==> config.mk <==
export PLATFORM = sky130hd
export DESIGN_NAME = seg_digit_scanner
export DESIGN_NICKNAME = d
export VERILOG_FILES = /design/src/rtl/seg_pkg.sv /design/src/rtl/seg_digit_scanner_refresh_timer.sv /design/src/rtl/seg_digit_scanner.sv
export SDC_FILE = /design/constraint.sdc
export NUM_CORES = 1
export LEC_CHECK = 0
export ABC_AREA = 1
export CAP_MARGIN = 15
export CORE_MARGIN = 4
export CORE_UTILIZATION = 40
export DETAILED_ROUTE_END_ITERATION = 8
export GPL_ROUTABILITY_DRIVEN = 0
export PLACE_DENSITY = 0.56
export SYNTH_ARGS = -nofsm -noshare
export SYNTH_HDL_FRONTEND = slang
export SYNTH_HIERARCHICAL = 1
export SYNTH_SLANG_ARGS = --single-unit
==> constraint.sdc <==
create_clock -name clk -period 5 [get_ports clk]
set_input_delay 1 -clock clk [delete_from_list [all_inputs] [get_ports clk]]
set_output_delay 1 -clock clk [all_outputs]
set_load 0.005 [all_outputs]
==> src/rtl/seg_pkg.sv <==
// Shared constants, state type and digit helpers for the 4-digit scanner.
package seg_pkg;

    localparam int         NUM_DIGITS = 4;
    localparam logic [3:0] AN_OFF     = 4'b1111;

    typedef enum logic {
        BLANK = 1'b0,
        SHOW  = 1'b1
    } state_t;

    // Select the nibble for a digit position; digit 0 is the least significant.
    function automatic logic [3:0] digit_nibble(input logic [15:0] disp,
                                                input logic [1:0]  idx);
        logic [3:0] nib;
        case (idx)
            2'd0:    nib = disp[3:0];
            2'd1:    nib = disp[7:4];
            2'd2:    nib = disp[11:8];
            2'd3:    nib = disp[15:12];
            default: nib = 4'h0;
        endcase
        return nib;
    endfunction

    // Active-low anode pattern for one digit position.
    function automatic logic [3:0] an_active(input logic [1:0] idx);
        logic [3:0] an;
        case (idx)
            2'd0:    an = 4'b1110;
            2'd1:    an = 4'b1101;
            2'd2:    an = 4'b1011;
            2'd3:    an = 4'b0111;
            default: an = AN_OFF;
        endcase
        return an;
    endfunction

    // A digit is a leading zero when it and every more significant nibble
    // are zero; digit 0 is always shown so a zero value still reads "0".
    function automatic logic lz_blanked(input logic [15:0] disp,
                                        input logic [1:0]  idx,
                                        input logic        blank_lz);
        logic hit;
        case (idx)
            2'd1:    hit = (disp[15:4]  == 12'h000);
            2'd2:    hit = (disp[15:8]  == 8'h00);
            2'd3:    hit = (disp[15:12] == 4'h0);
            default: hit = 1'b0;
        endcase
        return blank_lz & hit;
    endfunction

endpackage

==> src/rtl/seg_digit_scanner_refresh_timer.sv <==
// Slot timer: counts CLK_DIV cycles per digit slot and flags the slot wrap
// plus whether the upcoming cycle lies in the ghost-suppression window.
module refresh_timer #(
    parameter int CLK_DIV      = 100000,
    parameter int BLANK_CYCLES = 1000
) (
    input  logic clk,
    input  logic rst_n,
    output logic start,
    output logic cnt_wrap,
    output logic in_blank
);

    localparam int                CNT_W     = (CLK_DIV > 1) ? $clog2(CLK_DIV) : 1;
    localparam logic [CNT_W-1:0]  CNT_LAST  = CNT_W'(CLK_DIV - 1);
    localparam logic [CNT_W:0]    BLANK_LEN = (CNT_W + 1)'(BLANK_CYCLES);

    logic [CNT_W-1:0] cnt_r;
    logic [CNT_W-1:0] cnt_next_s;
    logic             run_r;

    // The first edge after reset only arms the timer so that cnt=0 is
    // presented together with the registered outputs for cnt=0.
    assign start    = ~run_r;
    assign cnt_wrap = run_r & (cnt_r == CNT_LAST);
    // in_blank looks one cycle ahead so the owner can register its outputs
    // in step with the counter.
    assign in_blank = ({1'b0, cnt_next_s} < BLANK_LEN);

    // Next counter value: hold at zero until armed, then count and wrap.
    always_comb begin
        cnt_next_s = cnt_r;
        if (!run_r) begin
            cnt_next_s = {CNT_W{1'b0}};
        end else if (cnt_r == CNT_LAST) begin
            cnt_next_s = {CNT_W{1'b0}};
        end else begin
            cnt_next_s = cnt_r + CNT_W'(1);
        end
    end

    // Counter and arm flag registers.
    always_ff @(posedge clk or negedge rst_n) begin
        if (!rst_n) begin
            run_r <= 1'b0;
            cnt_r <= {CNT_W{1'b0}};
        end else begin
            run_r <= 1'b1;
            cnt_r <= cnt_next_s;
        end
    end

endmodule

==> src/rtl/seg_digit_scanner.sv <==
// Multiplexed 4-digit 7-segment scanner: cycles the digit anodes, feeds the
// active nibble to an external decoder, blanks at slot start to suppress
// ghosting, optionally blanks leading zeros, and swaps in newly loaded
// values only at frame boundaries.
module seg_digit_scanner
    import seg_pkg::*;
#(
    parameter int CLK_DIV      = 100000,
    parameter int BLANK_CYCLES = 1000
) (
    input  logic        clk,
    input  logic        rst_n,
    input  logic        load,
    input  logic [15:0] value,
    input  logic        blank_lz,
    output logic [3:0]  bcd,
    output logic        en,
    output logic [3:0]  an,
    output logic        frame
);

    localparam logic [1:0] IDX_LAST = 2'(NUM_DIGITS - 1);

    logic        start_s;
    logic        cnt_wrap_s;
    logic        in_blank_s;
    logic        frame_bnd_s;

    state_t      state_r;
    state_t      state_next_s;
    logic [1:0]  idx_r;
    logic [1:0]  idx_next_s;
    logic [15:0] shadow_r;
    logic [15:0] disp_r;
    logic [15:0] disp_next_s;
    logic        pending_r;

    logic [3:0]  an_r;
    logic [3:0]  an_next_s;
    logic        en_r;
    logic        en_next_s;
    logic [3:0]  bcd_r;
    logic [3:0]  bcd_next_s;
    logic        frame_r;
    logic        frame_next_s;

    refresh_timer #(
        .CLK_DIV      (CLK_DIV),
        .BLANK_CYCLES (BLANK_CYCLES)
    ) u_timer (
        .clk      (clk),
        .rst_n    (rst_n),
        .start    (start_s),
        .cnt_wrap (cnt_wrap_s),
        .in_blank (in_blank_s)
    );

    // Last cycle of digit 3: the next cycle starts a new frame.
    assign frame_bnd_s = cnt_wrap_s & (idx_r == IDX_LAST);

    // Slot state register.
    always_ff @(posedge clk or negedge rst_n) begin
        if (!rst_n) begin
            state_r <= BLANK;
        end else begin
            state_r <= state_next_s;
        end
    end

    // Slot state transitions: BLANK until the window closes, SHOW until wrap.
    always_comb begin
        state_next_s = state_r;
        if (start_s) begin
            state_next_s = BLANK;
        end else begin
            case (state_r)
                BLANK: begin
                    if (!in_blank_s) begin
                        state_next_s = SHOW;
                    end else begin
                        state_next_s = BLANK;
                    end
                end
                SHOW: begin
                    if (cnt_wrap_s && in_blank_s) begin
                        state_next_s = BLANK;
                    end else begin
                        state_next_s = SHOW;
                    end
                end
                default: state_next_s = BLANK;
            endcase
        end
    end

    // Digit index advances once per slot wrap and restarts at 0.
    always_comb begin
        idx_next_s = idx_r;
        if (start_s) begin
            idx_next_s = 2'd0;
        end else if (cnt_wrap_s) begin
            idx_next_s = idx_r + 2'd1;
        end else begin
            idx_next_s = idx_r;
        end
    end

    // Displayed value changes only at the frame boundary so a frame never tears.
    always_comb begin
        disp_next_s = disp_r;
        if (frame_bnd_s && pending_r) begin
            disp_next_s = shadow_r;
        end else begin
            disp_next_s = disp_r;
        end
    end

    // Index, display and load-shadow registers; a load on the boundary cycle
    // lands in shadow and stays pending for the following frame.
    always_ff @(posedge clk or negedge rst_n) begin
        if (!rst_n) begin
            idx_r     <= 2'd0;
            disp_r    <= 16'h0000;
            shadow_r  <= 16'h0000;
            pending_r <= 1'b0;
        end else begin
            idx_r  <= idx_next_s;
            disp_r <= disp_next_s;
            if (load) begin
                shadow_r  <= value;
                pending_r <= 1'b1;
            end else if (frame_bnd_s) begin
                pending_r <= 1'b0;
            end
        end
    end

    // Output values for the upcoming cycle, built from next-state values so
    // the registered outputs line up with the counter.
    always_comb begin
        an_next_s    = AN_OFF;
        en_next_s    = 1'b0;
        bcd_next_s   = 4'h0;
        frame_next_s = start_s | frame_bnd_s;
        case (state_next_s)
            BLANK: begin
                an_next_s  = AN_OFF;
                en_next_s  = 1'b0;
                bcd_next_s = 4'h0;
            end
            SHOW: begin
                an_next_s  = an_active(idx_next_s);
                bcd_next_s = digit_nibble(disp_next_s, idx_next_s);
                en_next_s  = ~lz_blanked(disp_next_s, idx_next_s, blank_lz);
            end
            default: begin
                an_next_s  = AN_OFF;
                en_next_s  = 1'b0;
                bcd_next_s = 4'h0;
            end
        endcase
    end

    // Output registers.
    always_ff @(posedge clk or negedge rst_n) begin
        if (!rst_n) begin
            an_r    <= AN_OFF;
            en_r    <= 1'b0;
            bcd_r   <= 4'h0;
            frame_r <= 1'b0;
        end else begin
            an_r    <= an_next_s;
            en_r    <= en_next_s;
            bcd_r   <= bcd_next_s;
            frame_r <= frame_next_s;
        end
    end

    assign an    = an_r;
    assign en    = en_r;
    assign bcd   = bcd_r;
    assign frame = frame_r;

endmodule
-- Word level (Yosys, flattened, before mapping)
Index checks and enable logic that the tools add are counted.
- add/sub/neg operators: 2
- $mul: 0
- div/mod/pow operators: 0
- order comparisons: 1
- equality and inequality tests: 5
- shift operators: 0
- mux-type cells: 18
- bitwise logic cells: 8
- reductions and logical operators: 7
- operators with widths (cell ; number):
    two-way mux 17 bit ; 2
    case mux 4 bit (4 select lines) ; 2
    adder 17 x 1 -> 17 bit (second input constant) ; 1
    equality test 17 bit (second input constant) ; 1
    less-than comparator 17 x 10 -> 1 bit (second input constant) ; 1
    two-way mux 16 bit ; 1
    case mux 4 bit (2 select lines) ; 2
    zero test 12 bit ; 1
    zero test 8 bit ; 1
    equality test 2 bit (second input constant) ; 3
    two-way mux 1 bit ; 6
    zero test 4 bit ; 1
    two-way mux 2 bit ; 2
    NOT 1 bit ; 4
    case mux 1 bit (2 select lines) ; 2
    AND 1 bit ; 3
    case mux 1 bit (3 select lines) ; 1
    adder 2 x 1 -> 2 bit (second input constant) ; 1
    equality test 2 x 1 -> 1 bit (second input constant) ; 1
    logical AND 1 bit ; 2
    zero test 2 bit ; 1
    nonzero test 2 bit ; 1
    bitwise OR 1 bit ; 1
- flip-flop bits (word level): 64
- bits in latches: 0
- bits in writable memories: 0
- ROM bits: 0
- input port bits: 20
- output and inout bits: 10
- logic and storage cells: 52
- memories kept: 0

-- Logic depth before layout (Yosys ltp)
- word-level depth: 12
- gate-level depth with buffers: 18
- mapped depth without buffers: 18

-- Modules after synthesis
The synthesis kept the hierarchy.
- by module, submodules not included (module ; instances ; cells each ; area an instance (um^2)):
    seg_digit_scanner ; 1 ; 224 ; 1960.6
    refresh_timer ; 1 ; 166 ; 1154.9

-- Least setup slack after synthesis
OpenSTA, ideal clock, no wires.
- path type: register to register
- from: register u_timer.cnt_r[0]
- to: register en_r (netlist: en)
- arrival time: 1.866 ns
- path slack: 3.018 ns
- stages on the path, launching flop included: 17
- buffers on the path: 2
- path through: dfrtp_1 -> ha_1 -> nand2_2 -> inv_2 -> nand2_1 -> nor2_1 -> nand2_1 -> nor2_1 -> buf_4 -> nand3_4 -> buf_6 -> o21ai_2 -> nand3_1 -> nor2_1 -> nand2_1 -> nor2_1 -> nor2_1
- longest elaborated chain between the ends: 11
- elaborated cells on any way between the ends: 28
- RTL lines (element ; line ; source):
    start: declaration ; seg_digit_scanner_refresh_timer.sv:18 ; logic [CNT_W-1:0] cnt_r;
    start signal: assignment ; seg_digit_scanner_refresh_timer.sv:46 ; cnt_r <= {CNT_W{1'b0}};
    start signal: assignment ; seg_digit_scanner_refresh_timer.sv:49 ; cnt_r <= cnt_next_s;
    equality test 17 bit * ; seg_digit_scanner_refresh_timer.sv:25 ; assign cnt_wrap = run_r & (cnt_r == CNT_LAST);
    AND 1 bit * ; seg_digit_scanner_refresh_timer.sv:25 ;
    named net cnt_wrap_s ; seg_digit_scanner.sv:25 ; logic cnt_wrap_s;
    AND 1 bit ; seg_digit_scanner.sv:59 ; assign frame_bnd_s = cnt_wrap_s & (idx_r == IDX_LAST);
    logical AND 1 bit ; seg_digit_scanner.sv:111 ; if (frame_bnd_s && pending_r) begin
    two-way mux 16 bit ; seg_digit_scanner.sv:111 ;
    zero test 12 bit (tied with other cells) ; seg_pkg.sv:46 ; 2'd1: hit = (disp[15:4] == 12'h000);
    case mux 1 bit (3 select lines) ; seg_pkg.sv:45 ; case (idx)
    two-way mux 1 bit ; seg_digit_scanner.sv:145 ; case (state_next_s)
    AND 1 bit ; seg_pkg.sv:51 ; return blank_lz & hit;
    NOT 1 bit ; seg_digit_scanner.sv:154 ; en_next_s = ~lz_blanked(disp_next_s, idx_next_s, blank_lz);
    case mux 1 bit (2 select lines) * ; seg_digit_scanner.sv:145 ;
    named net en_next_s ; seg_digit_scanner.sv:41 ; logic en_next_s;
    end signal: assignment ; seg_digit_scanner.sv:173 ; en_r <= en_next_s;
    end: declaration ; seg_digit_scanner.sv:40 ; logic en_r;
The timed path passes the listed nets; every way through them passes the cells marked *. The select of a mux whose other input is x is not followed.
A chain may end at the register's enable or synchronous reset.

-- Final worst setup path
Ends and elaborated chain as after synthesis.

==> implementation parameters <==
Parameter                              Value

Outcome
  Run status ... completed

Logic synthesis
  Number of synthesized register bits ... between 60 and 70
  Synth unique cells ... 33
  Fraction of synthesized cell area taken by the top area cell type ... 48.2%
  Gate count of the mapped netlist ... 390
  Top cells by area, synth ... dfrtp_1 48%, nand2_1 15%, inv_1 7.1%
  Mean instance size in the synthesized netlist ... 7.99 sq um
  Biggest area consumer among synthesized cells ... dfrtp_1
  Synth Net Count ... about 410
  Number of enable-type register cells in the synthesized netlist ... 0
  Top flip-flop cell by instance count after synthesis ... dfrtp_1
  Fraction of registers with async set/reset ... 100%
  Sequential area share after synthesis ... about half
  Synthesis warning total ... 6
  Combined area of all synthesized cells ... about 3100 sq um

GRT
  Met1 Track Usage GR ... 20.1%
  Met3 usage in global routing ... under 10%
  Met2 GRT Util ... about a quarter
  Antenna violations before repair ... 0
  Gr busiest metal ... met2
  Number of global-route vias before repair ... 2421
  Final global-route overflow total ... 0
  Largest net degree at the start of global routing ... 65
  Global-route usage over all layers ... between 15 and 20%
  Global-route wire length before repair ... 11100 microns

Worst setup path
  Data arrival time of the critical path ... about 3 ns
  Kind of start point of the critical path ... flop
  Crit. End Element ... flop
  Required time of the critical path ... between 5 and 6 ns
  Path type of the worst setup path ... flop to flop
  Maximum fanout along the worst path ... 25

Drt
  Detailed Route Iter0 Violations ... 70
  Iteration count of the initial detailed-routing pass ... 4
  Average routed wire per standard cell ... about 12 microns
  Remaining antenna violation count ... 0
  Via count ... 2387
  DRC ... 0
  Total wire length after detailed routing ... 6210 microns
  Per-cell via count in the routed design ... ~4.5

Finish
  Highest-count cells in the layout ignoring fill and taps ... 122 x nand2_1, 60 x dfrtp_1, 59 x inv_1
  Multi-input gate area in the final layout ... 1220 sq um
  Area growth from synthesis to final layout ... 19.0%
  Share of cells above drive strength 1 ... a little over an eighth
  Most frequent standard cell in the layout excluding fill and tap cells ... nand2_1
  Fin nets ... approximately 450
  Number of antenna repair diodes ... 0
  Post-route non-filler standard cell count ... between 500 and 600
  Number of fillers in the final layout ... ~730
  Storage cell area ... roughly 1600 sq um

STA
  Number of pins exceeding their max-slew limit in the final report ... 0
  Final setup viols ... 0
  Final hold vios ... 0
  Slew HR ... 46.6%
  Sum Neg Setup Slack ... 0 ns
  Fin crit share ... 55.0%
  Clock skew ... 0.00670 ns
  F_max ... 364 MHz
  RSZ-0062 raised after global routing ... no
  Actual transition at the worst max-transition pin ... between 0.8 and 0.9 ns
  Min Tclk post-route ... approximately 2.7 ns

Die
  Die height ... slightly below 100 microns
  Starting Density ... between 40 and 50%
  Standard-cell row count ... 31
  Count of pins on the block boundary ... 30
  Core area ... around 7400 sq um
  Area enclosed by the die boundary ... 9270 sq um
  Horizontal die dimension ... around 96 microns

Clocking
  H-tree lvl count ... 3
  Clk pin slew, worst setup/hold paths ... ~0.07 ns
  Post-CTS setup buffer count ... 0
  Root buf cell ... clkbuf_8
  Number of hold buffers added after cts ... 0
  Number of sinks handled by clock tree synthesis ... 64
  Number of gates resized after CTS ... 0
  Clock latency on the worst-skew pair ... around 0.33 ns
  Clock tree from TritonCTS ... yes
  Inserted Clock Buffers ... 9
  Bufs on Longest Clock Path ... 2

Placed design
  Number of port buffers ... 29
  Number of cells in the design after placement ... roughly 510
  HPWL after detailed placement ... 4660 microns

Power
  LEAKAGE ... ~0.0019 uW
  Power density of the placed cells ... ~280 nW/um^2
  Worst VDD drop ... around 0.00013 V

Worst hold path
  Worst min-delay path category ... flop to flop

Flow run
  Number of violations of the max-capacitance limit ... 0
## Yosys cell counts, drive strengths merged, types with 2 or more instances
master / n
clkbuf: 3
dfstp: 4
o21ai: 23
nand2: 132
inv: 61
dfrtp: 60
a21oi: 5
buf: 3
clkinv: 5
nand4: 8
a22oi: 2
nor2: 49
nand3: 23
ha: 2
o21bai: 4
## routing by layer
metal | part of all wire [%] | vias to the layer above
met2 | 46 | 42
met1 | 48 | 1057
met3 | 3.2 | 18
li1 | - | 1270
met5 | 0 | -
met4 | 3.2 | 0
## worst paths after layout
path	from	slack [ns]	to	depth (start not counted)
max	u_timer/cnt_r[0]	2.25	en	14
min	disp_r[1]	0.47	disp_r[1]	2
max reg2reg	u_timer/cnt_r[0]	2.25	en	14
min reg2reg	disp_r[1]	0.47	disp_r[1]	2
max in group asynchronous	rst_n	3.64	u_timer/cnt_r[8]	2
min in group asynchronous	rst_n	0.84	u_timer/cnt_r[9]	2
## metrics by stage
| step | hold WS, ns | worst slack [ns] | power [uW] | util [%] | area, sq um |
|---|---|---|---|---|---|
| 5_1_grt | 0.490 | 1.94 | 1100 | 50.0 | 3710 |
| 3_3_place_gp | 0.454 | 2.35 | 602 | 47.2 | 3500 |
| 3_5_place_dp | 0.458 | 2.25 | 602 | 47.2 | 3500 |
| 4_1_cts | 0.475 | 2.24 | 1060 | 50.0 | 3710 |
| 6_report | 0.471 | 2.25 | 1050 | 50.0 | 3710 |
| 2_1_floorplan | 0.440 | 3.02 | 569 | - | 3120 |
## sequential cells by signal, summed over array words and instances, names as in the netlist
| register | flops |
|---|---|
| bcd | 4 |
| disp_r | 16 |
| en | 1 |
| an | 4 |
| shadow_r | 16 |
| u_timer/cnt_r | 17 |
| idx_r | 2 |
| frame | 1 |
| u_timer/run_r | 1 |
| state_r | 1 |
| pending_r | 1 |
## where the power goes
| part | leakage (uW) | internal [uW] | total (uW) | switching, uW |
|---|---|---|---|---|
| registers | 0.000839 | 532 | 540 | 7.84 |
| clock network | 0.000109 | 270 | 461 | 191 |
| logic | 0.000967 | 21.5 | 51.0 | 29.5 |
## final cells by class
cell class / instances / share of cell area, %
clock inverters: 3 / 1.08
flip-flops and latches: 64 / 43.3
clock buffers: 13 / 4.56
multi-input cells: 254 / 33.1
repair buffers: 30 / 7.90
well taps: 99 / 3.34
inverters: 66 / 6.72
## critical path, cell delays in order, from the launching register on
cell	delay [ns]
dfrtp_1	0.40
ha_1	0.20
nand2_2	0.10
inv_2	0.07
nand2_1	0.04
nor2_1	0.07
nand2_1	0.10
nor2_1	0.57
nand3_4	0.42
o21ai_2	0.28
nand3_1	0.10
nor2_1	0.12
nand2_1	0.06
nor2_1	0.08
nor2_1	0.04
## cell families after synthesis
family	Yosys count	share of synthesized area [%]
XOR/XNOR	2	0.562
AND/OR/NAND/NOR	213	30.7
AO/OA/AOI/OAI	36	7.11
other	1	0.120
adder cells (fa/ha/maj)	2	0.803
flip-flops	64	51.6
buffers and inverters	72	9.12
Note: power is estimated with default switching activity, not from simulation.
